### src/rtl/text_console_writer_pkg.sv
// Shared constants and types for the text console writer: grid geometry,
// VRAM address width, control codes, fill attribute and CGA colour indices.
package text_console_writer_pkg;

  // Text grid geometry for a 480x272 panel with 8x8 cells.
  localparam int COLS  = 60;
  localparam int ROWS  = 34;
  localparam int CELLS = COLS * ROWS;

  // VRAM address width; CELLS must fit in 2**AW words.
  localparam int AW = 11;

  localparam logic [AW-1:0] LAST_ADDR = AW'(CELLS - 1);
  localparam logic [5:0]    COL_MAX   = 6'(COLS - 1);
  localparam logic [5:0]    ROW_MAX   = 6'(ROWS - 1);

  // Clear fill: light grey space on black.
  localparam logic [7:0] CLR_ATTR = 8'h07;
  localparam logic [7:0] CLR_CHAR = 8'h20;

  // Control codes interpreted by the writer.
  localparam logic [7:0] CC_BS = 8'h08;
  localparam logic [7:0] CC_LF = 8'h0A;
  localparam logic [7:0] CC_FF = 8'h0C;
  localparam logic [7:0] CC_CR = 8'h0D;

  // CGA colour indices for building {bg, fg} attributes.
  localparam logic [3:0] CGA_BLACK      = 4'h0;
  localparam logic [3:0] CGA_BLUE       = 4'h1;
  localparam logic [3:0] CGA_GREEN      = 4'h2;
  localparam logic [3:0] CGA_CYAN       = 4'h3;
  localparam logic [3:0] CGA_RED        = 4'h4;
  localparam logic [3:0] CGA_MAGENTA    = 4'h5;
  localparam logic [3:0] CGA_BROWN      = 4'h6;
  localparam logic [3:0] CGA_LIGHT_GREY = 4'h7;
  localparam logic [3:0] CGA_YELLOW     = 4'hE;
  localparam logic [3:0] CGA_WHITE      = 4'hF;

  typedef enum logic {
    ST_CLEAR = 1'b0,
    ST_IDLE  = 1'b1
  } state_t;

  // Cursor update requested by the control FSM for the current edge.
  typedef enum logic [2:0] {
    CUR_NONE = 3'd0,
    CUR_ADV  = 3'd1,
    CUR_LF   = 3'd2,
    CUR_CR   = 3'd3,
    CUR_BS   = 3'd4,
    CUR_HOME = 3'd5
  } cursor_cmd_t;

  function automatic logic is_printable(input logic [7:0] code);
    return (code >= 8'h20) && (code <= 8'h7E);
  endfunction

endpackage

### src/rtl/text_console_writer_if.sv
// Character stream input and VRAM write port of the text console writer.
//
// Handshake: a character transfers on a rising clk edge where ch_valid_i
// and ch_ready_o are both high. ch_data_i/ch_attr_i are sampled only on
// that edge and ignored otherwise. The producer may hold ch_valid_i high
// while ch_ready_o is low; ch_ready_o does not depend on ch_valid_i.
// The VRAM side has no back-pressure: vram_we_o high for one cycle means
// one word {attr, char} is written at vram_addr_o.
interface text_console_writer_if
  import text_console_writer_pkg::*;
();
  logic          ch_valid_i;
  logic          ch_ready_o;
  logic [7:0]    ch_data_i;
  logic [7:0]    ch_attr_i;
  logic          vram_we_o;
  logic [AW-1:0] vram_addr_o;
  logic [15:0]   vram_data_o;

  modport master (
    output ch_valid_i, ch_data_i, ch_attr_i,
    input  ch_ready_o, vram_we_o, vram_addr_o, vram_data_o
  );

  modport slave (
    input  ch_valid_i, ch_data_i, ch_attr_i,
    output ch_ready_o, vram_we_o, vram_addr_o, vram_data_o
  );
endinterface

### src/rtl/text_console_writer_cursor.sv
// Cursor tracker: (col,row) plus a linear cell address kept in step
// incrementally so addr == row*COLS + col without a multiplier.
module text_console_writer_cursor
  import text_console_writer_pkg::*;
(
  input  logic          clk_i,
  input  logic          rstn_i,
  input  cursor_cmd_t   cmd,
  output logic [5:0]    col,
  output logic [5:0]    row,
  output logic [AW-1:0] addr
);

  logic [5:0]    col_next;
  logic [5:0]    row_next;
  logic [AW-1:0] addr_next;

  // Next cursor position and matching linear address for each command.
  always_comb begin
    col_next  = col;
    row_next  = row;
    addr_next = addr;
    case (cmd)
      CUR_ADV: begin
        if (col == COL_MAX) begin
          col_next = '0;
          row_next = (row == ROW_MAX) ? '0 : row + 6'd1;
        end else begin
          col_next = col + 6'd1;
        end
        addr_next = (addr == LAST_ADDR) ? '0 : addr + AW'(1);
      end
      CUR_LF: begin
        col_next = '0;
        if (row == ROW_MAX) begin
          // Bottom row wraps to the top; no scrolling.
          row_next  = '0;
          addr_next = '0;
        end else begin
          row_next  = row + 6'd1;
          addr_next = addr + AW'(COLS) - AW'(col);
        end
      end
      CUR_CR: begin
        col_next  = '0;
        addr_next = addr - AW'(col);
      end
      CUR_BS: begin
        // Backspace moves left only; it never erases and stops at col 0.
        if (col != '0) begin
          col_next  = col - 6'd1;
          addr_next = addr - AW'(1);
        end
      end
      CUR_HOME: begin
        col_next  = '0;
        row_next  = '0;
        addr_next = '0;
      end
      default: ;
    endcase
  end

  // Cursor registers.
  always_ff @(posedge clk_i or negedge rstn_i) begin
    if (!rstn_i) begin
      col  <= '0;
      row  <= '0;
      addr <= '0;
    end else begin
      col  <= col_next;
      row  <= row_next;
      addr <= addr_next;
    end
  end

endmodule

### src/rtl/text_console_writer.sv
// Character-stream front end for the text-mode video block: clears VRAM
// after reset or form feed, then writes printable characters at the cursor
// and interprets LF, CR, BS and FF. All outputs are registered.
module text_console_writer
  import text_console_writer_pkg::*;
(
  input  logic                 clk_i,
  input  logic                 rstn_i,
  text_console_writer_if.slave bus,
  output logic [5:0]           cur_col_o,
  output logic [5:0]           cur_row_o,
  output logic                 busy_o,
  output state_t               state_o
);

  state_t        state, state_next;
  logic [AW-1:0] clr_cnt, clr_cnt_next;
  cursor_cmd_t   cur_cmd;
  logic [AW-1:0] cur_addr;

  logic          we_q, we_next;
  logic [AW-1:0] addr_q, addr_next;
  logic [15:0]   data_q, data_next;
  logic          ready_q, ready_next;
  logic          busy_q, busy_next;

  logic          accept;

  // ready_q is only ever high in IDLE, so it alone qualifies the transfer.
  assign accept = bus.ch_valid_i && ready_q;

  // Next state, clear counter, cursor command and registered outputs.
  always_comb begin
    state_next   = state;
    clr_cnt_next = clr_cnt;
    cur_cmd      = CUR_NONE;
    we_next      = 1'b0;
    addr_next    = addr_q;
    data_next    = data_q;
    ready_next   = 1'b0;
    busy_next    = 1'b1;
    case (state)
      ST_CLEAR: begin
        we_next   = 1'b1;
        addr_next = clr_cnt;
        data_next = {CLR_ATTR, CLR_CHAR};
        if (clr_cnt == LAST_ADDR) begin
          // Ready rises one cycle after this last write, on the first
          // IDLE edge.
          state_next   = ST_IDLE;
          clr_cnt_next = '0;
          cur_cmd      = CUR_HOME;
        end else begin
          clr_cnt_next = clr_cnt + AW'(1);
        end
      end
      ST_IDLE: begin
        ready_next = 1'b1;
        busy_next  = 1'b0;
        if (accept) begin
          if (is_printable(bus.ch_data_i)) begin
            we_next   = 1'b1;
            addr_next = cur_addr;
            data_next = {bus.ch_attr_i, bus.ch_data_i};
            cur_cmd   = CUR_ADV;
          end else begin
            case (bus.ch_data_i)
              CC_LF: cur_cmd = CUR_LF;
              CC_CR: cur_cmd = CUR_CR;
              CC_BS: cur_cmd = CUR_BS;
              CC_FF: begin
                state_next   = ST_CLEAR;
                clr_cnt_next = '0;
                cur_cmd      = CUR_HOME;
                ready_next   = 1'b0;
                busy_next    = 1'b1;
              end
              default: ;
            endcase
          end
        end
      end
      default: begin
        state_next   = ST_CLEAR;
        clr_cnt_next = '0;
      end
    endcase
  end

  // State, clear counter and output registers.
  always_ff @(posedge clk_i or negedge rstn_i) begin
    if (!rstn_i) begin
      state   <= ST_CLEAR;
      clr_cnt <= '0;
      we_q    <= 1'b0;
      addr_q  <= '0;
      data_q  <= '0;
      ready_q <= 1'b0;
      busy_q  <= 1'b1;
    end else begin
      state   <= state_next;
      clr_cnt <= clr_cnt_next;
      we_q    <= we_next;
      addr_q  <= addr_next;
      data_q  <= data_next;
      ready_q <= ready_next;
      busy_q  <= busy_next;
    end
  end

  text_console_writer_cursor u_cursor (
    .clk_i  (clk_i),
    .rstn_i (rstn_i),
    .cmd    (cur_cmd),
    .col    (cur_col_o),
    .row    (cur_row_o),
    .addr   (cur_addr)
  );

  assign bus.ch_ready_o  = ready_q;
  assign bus.vram_we_o   = we_q;
  assign bus.vram_addr_o = addr_q;
  assign bus.vram_data_o = data_q;
  assign busy_o          = busy_q;
  assign state_o         = state;

endmodule

### src/flat_wrapper.sv
// flat-port wrapper written by rule: the top's interface ports become plain ports
module text_console_writer_flat import text_console_writer_pkg::*;
  (clk_i, rstn_i, cur_col_o, cur_row_o, busy_o, state_o, bus_ch_valid_i, bus_ch_data_i, bus_ch_attr_i, bus_ch_ready_o, bus_vram_we_o, bus_vram_addr_o, bus_vram_data_o);
  text_console_writer_if bus_i ();
  input  logic clk_i;
  input  logic rstn_i;
  output logic [5:0] cur_col_o;
  output logic [5:0] cur_row_o;
  output logic busy_o;
  output state_t state_o;
  input wire logic [$bits(bus_i.ch_valid_i)-1:0] bus_ch_valid_i;
  input wire logic [$bits(bus_i.ch_data_i)-1:0] bus_ch_data_i;
  input wire logic [$bits(bus_i.ch_attr_i)-1:0] bus_ch_attr_i;
  output wire logic [$bits(bus_i.ch_ready_o)-1:0] bus_ch_ready_o;
  output wire logic [$bits(bus_i.vram_we_o)-1:0] bus_vram_we_o;
  output wire logic [$bits(bus_i.vram_addr_o)-1:0] bus_vram_addr_o;
  output wire logic [$bits(bus_i.vram_data_o)-1:0] bus_vram_data_o;
  assign bus_i.ch_valid_i = bus_ch_valid_i;
  assign bus_i.ch_data_i = bus_ch_data_i;
  assign bus_i.ch_attr_i = bus_ch_attr_i;
  assign bus_ch_ready_o = bus_i.ch_ready_o;
  assign bus_vram_we_o = bus_i.vram_we_o;
  assign bus_vram_addr_o = bus_i.vram_addr_o;
  assign bus_vram_data_o = bus_i.vram_data_o;
  text_console_writer u_core (.clk_i(clk_i), .rstn_i(rstn_i), .bus(bus_i), .cur_col_o(cur_col_o), .cur_row_o(cur_row_o), .busy_o(busy_o), .state_o(state_o));
endmodule
### config.mk
export PLATFORM = sky130hd
export DESIGN_NAME = text_console_writer_flat
export DESIGN_NICKNAME = d
export VERILOG_FILES = /design/src/rtl/text_console_writer_pkg.sv /design/src/rtl/text_console_writer_if.sv /design/src/rtl/text_console_writer_cursor.sv /design/src/rtl/text_console_writer.sv /design/src/flat_wrapper.sv
export SDC_FILE = /design/constraint.sdc
export NUM_CORES = 1
export LEC_CHECK = 0
export ABC_AREA = 0
export BUFFER_PORTS_ARGS = -buffer_cell sky130_fd_sc_hd__buf_2
export CAP_MARGIN = 10
export CELL_PAD_IN_SITES_DETAIL_PLACEMENT = 1
export CELL_PAD_IN_SITES_GLOBAL_PLACEMENT = 2
export CORE_AREA = 3 3 114 116
export CTS_CLUSTER_DIAMETER = 30
export CTS_CLUSTER_SIZE = 40
export DETAILED_ROUTE_END_ITERATION = 12
export DIE_AREA = 0 0 117 119
export PLACE_DENSITY_LB_ADDON = 0.1
export SYNTH_ARGS = -nofsm -noshare
export SYNTH_HDL_FRONTEND = slang
export SYNTH_SLANG_ARGS = --single-unit
### constraint.sdc
create_clock -name clk_i -period 9.6 [get_ports clk_i]
set_clock_uncertainty 0.1 [all_clocks]
set_input_delay 0.96 -clock clk_i [delete_from_list [all_inputs] [get_ports clk_i]]
set_output_delay 0.96 -clock clk_i [all_outputs]
set_load 0.01 [all_outputs]
==> flow_summary.yaml <==
timing:
  finalCritPeriodShare: 0.493
  max-slew-margin-rel: 0.418
  drv_slew: 0
  final-hold-violation-count: 0
  rsz0062_at_grt: "no"
  worstMarginPinSlew_ns: 0.874
  fmax_mhz: 211
  post-route-min-period_ns: 4.73
  setup_viol: 0
  tns_ns: 0
  whs_ns: 0.398
place:
  io_buffer_count: 61
  dp.final_hpwl_um: 9970
  gp_routability_congestion: 0.875
clock_network:
  cts_hold_buf: 0
  htree_levels: 3
  cts_buffers: 9
  post-cts-setup-buffers: 0
  cts_tree: "built"
  clk_pin_slew_worst_paths_ns: 0.06
  post_cts_resized: 0
  clock_sinks: 65
  clk_path_buf_depth: 2
  clk_latency_ns: 0.34
  cts-root-buf: "clkbuf_16"
floorplan:
  die_h_um: 119
  core_um2: 12000
  die_area_um2: 13900
  fp.dieW_um: 117
  start_util: 0.379
  io-pin-count: 62
  rows: 40
global_route:
  grt_pass1_wl_um: 22800
  overflow: 0
  grt_pass1_vias: 4426
  antenna_found_initial: 0
  track_usage: 0.206
  grt_max_degree: 66
detailed_routing:
  viasPerCell: 5.72
  drc: 0
  detail-route-antenna-nets: 0
  wl_um: 13800
  drtIter0Drc: 239
  vias: 4302
  route.detailed.wl_per_inst_um: 18.3
  dr.pass1.iters: 4
critical_path:
  crit_type: "in -> reg"
  worstPathArrival_ns: 4.84
  worstReg2RegEnd: "u_core.u_cursor.addr[8]"
  cp-end-kind: "register"
  start_kind: "input port"
  crit_fanout: 11
  r2r-start: "u_core.bus.ch_ready_o"
  r2r_cells: 13
  r2r_slack_ns: 5.58
  critPathRequiredTime_ns: 9.71
cells_and_area:
  num-nets-final: 655
  drive_above_1_share: 0.164
  diodes: 0
  layout_common_cells: "nand2_1, dfrtp_1, buf_2, o21ai_0, nor2_1"
  area_growth_pct: 16.0
  mostFrequentLayoutCell: "nand2_1"
  nFillCells: 1474
worst_hold_path:
  worstHoldEndpoint: "u_core.bus.vram_data_o[5]"
  min-delay-start: "u_core.bus.vram_data_o[5]"
  hold_path_class: "reg -> reg"
  whs_path_depth: 2
power_and_ir_drop:
  seqPwrFrac: 0.325
  p_clk_frac: 0.243
  ir_worst_vdd_mv: 0.0918
  p_comb_frac: 0.432
  leakage_nw: 2.41
  switchingPower_uw: 556
  switching_share: 0.416
  p_int_uw: 780
  power_density_nw_per_um2: 253
synthesis:
  synthCells: 543
  synth_edf_count: 0
  synth_nets: 598
  ys_seq_area_frac: 0.358
  synth_warnings: 0
  synthDistinctLibCells: 71
  synth_top_flop_cell: "dfrtp_1"
  synth-seq-cells: 65
  avgSynthCellArea_um2: 8.38
  async_flop_share: 1.00
  syn-cell-area_um2: 4550
job:
  drv_cap: 0
outcome:
  status: "finished, final reports clean"
[worst max-delay path: stages]
cell and delay, ns:
buf_2 0.14, or4b_4 0.58, or3_1 0.46, or4_1 0.64
nand2_1 0.17, inv_1 0.08, fa_1 0.41, nand2b_1 0.20
a21oi_1 0.31, mux2i_1 0.23, a31oi_1 0.10, a2111o_1 0.39
o21ai_0 0.07, o21ai_0 0.09
[flip-flops by register name, indices dropped and copies added (netlist names)]
name                    count
u_core.state_o              1
u_core.clr_cnt             11
u_core.bus.vram_we_o        1
u_core.u_cursor.col         6
u_core.u_cursor.row         6
u_core.u_cursor.addr       11
u_core.busy_o               1
u_core.bus.vram_data_o     16
u_core.bus.vram_addr_o     11
u_core.bus.ch_ready_o       1
[final cells by class]
class,count,area [um2],share of cell area
multi-input cells,424,2710,0.514
flip-flops and latches,65,1630,0.308
inverters,35,131,0.0249
well taps,147,184,0.0348
repair buffers,65,335,0.0635
clock inverters,5,56.3,0.0107
clock buffers,11,233,0.0441
[cell families after synthesis]
group / synth area share
AOI/OAI and AO/OA: 0.217
xor gates and xnor gates: 0.0250
adders and majority gates: 0.102
buffers and inverters: 0.0489
DFF: 0.358
muxes: 0.00522
and+or+nand+nor: 0.244
[power groups by stage]
| stage | Combinational, mW | Sequential (mW) | Clock (mW) |
|---|---|---|---|
| after global routing | 0.657 | 0.447 | 0.354 |
| after CTS | 0.586 | 0.434 | 0.337 |
| after detailed placement | 0.582 | 0.438 | 0 |
| after floorplan | 0.395 | 0.422 | 0 |
| final | 0.577 | 0.434 | 0.325 |
| after global placement | 0.569 | 0.436 | 0 |
[through the flow]
stage	std cells	utilization	instance area [um2]	power [mW]	setup WS (ns)
finish	752	0.439	5280	1.34	4.87
global route	752	0.439	5280	1.46	4.65
CTS	752	0.439	5280	1.36	4.92
detailed placement	736	0.415	4990	1.02	4.58
global placement	736	0.415	4990	1.00	4.67
floorplan	543	-	4550	0.817	5.14
[routing by layer]
layer / global-route usage / part of all wire / vias to the layer above
met5: 0 / 0 / -
met4: 0.0624 / 0.016 / 0
met3: 0.0417 / 0.035 / 20
met2: 0.330 / 0.48 / 75
met1: 0.280 / 0.47 / 2141
li1: - / - / 2066
[how the worst max path moves through the flow]
stage / from / endpoint / cells after the start
after global placement: bus_ch_data_i[6] / u_core.u_cursor.addr[8] / 14
after CTS: bus_ch_data_i[6] / u_core.u_cursor.addr[8] / 14
after global routing: bus_ch_data_i[6] / u_core.u_cursor.addr[8] / 14
final: bus_ch_data_i[6] / u_core.u_cursor.addr[8] / 14
after floorplan: bus_ch_data_i[6] / u_core.u_cursor.addr[8] / 14
after detailed placement: bus_ch_data_i[6] / u_core.u_cursor.addr[8] / 14
[cells in the mapped netlist (7+ instances only)]
| cell type | n | area share |
|---|---|---|
| nand2_1 | 91 | 0.075 |
| dfrtp_1 | 64 | 0.35 |
| o21ai_0 | 46 | 0.051 |
| nor2_1 | 38 | 0.031 |
| inv_1 | 35 | 0.029 |
| ha_1 | 34 | 0.093 |
| a21oi_1 | 32 | 0.035 |
| nand3_1 | 22 | 0.024 |
| a31oi_1 | 16 | 0.022 |
| clkbuf_1 | 15 | 0.012 |
| and3_1 | 12 | 0.016 |
| nand2b_1 | 9 | 0.012 |
| xnor2_1 | 8 | 0.015 |
| nor2b_1 | 7 | 0.0096 |
Note: power is estimated with default switching activity, not from simulation.
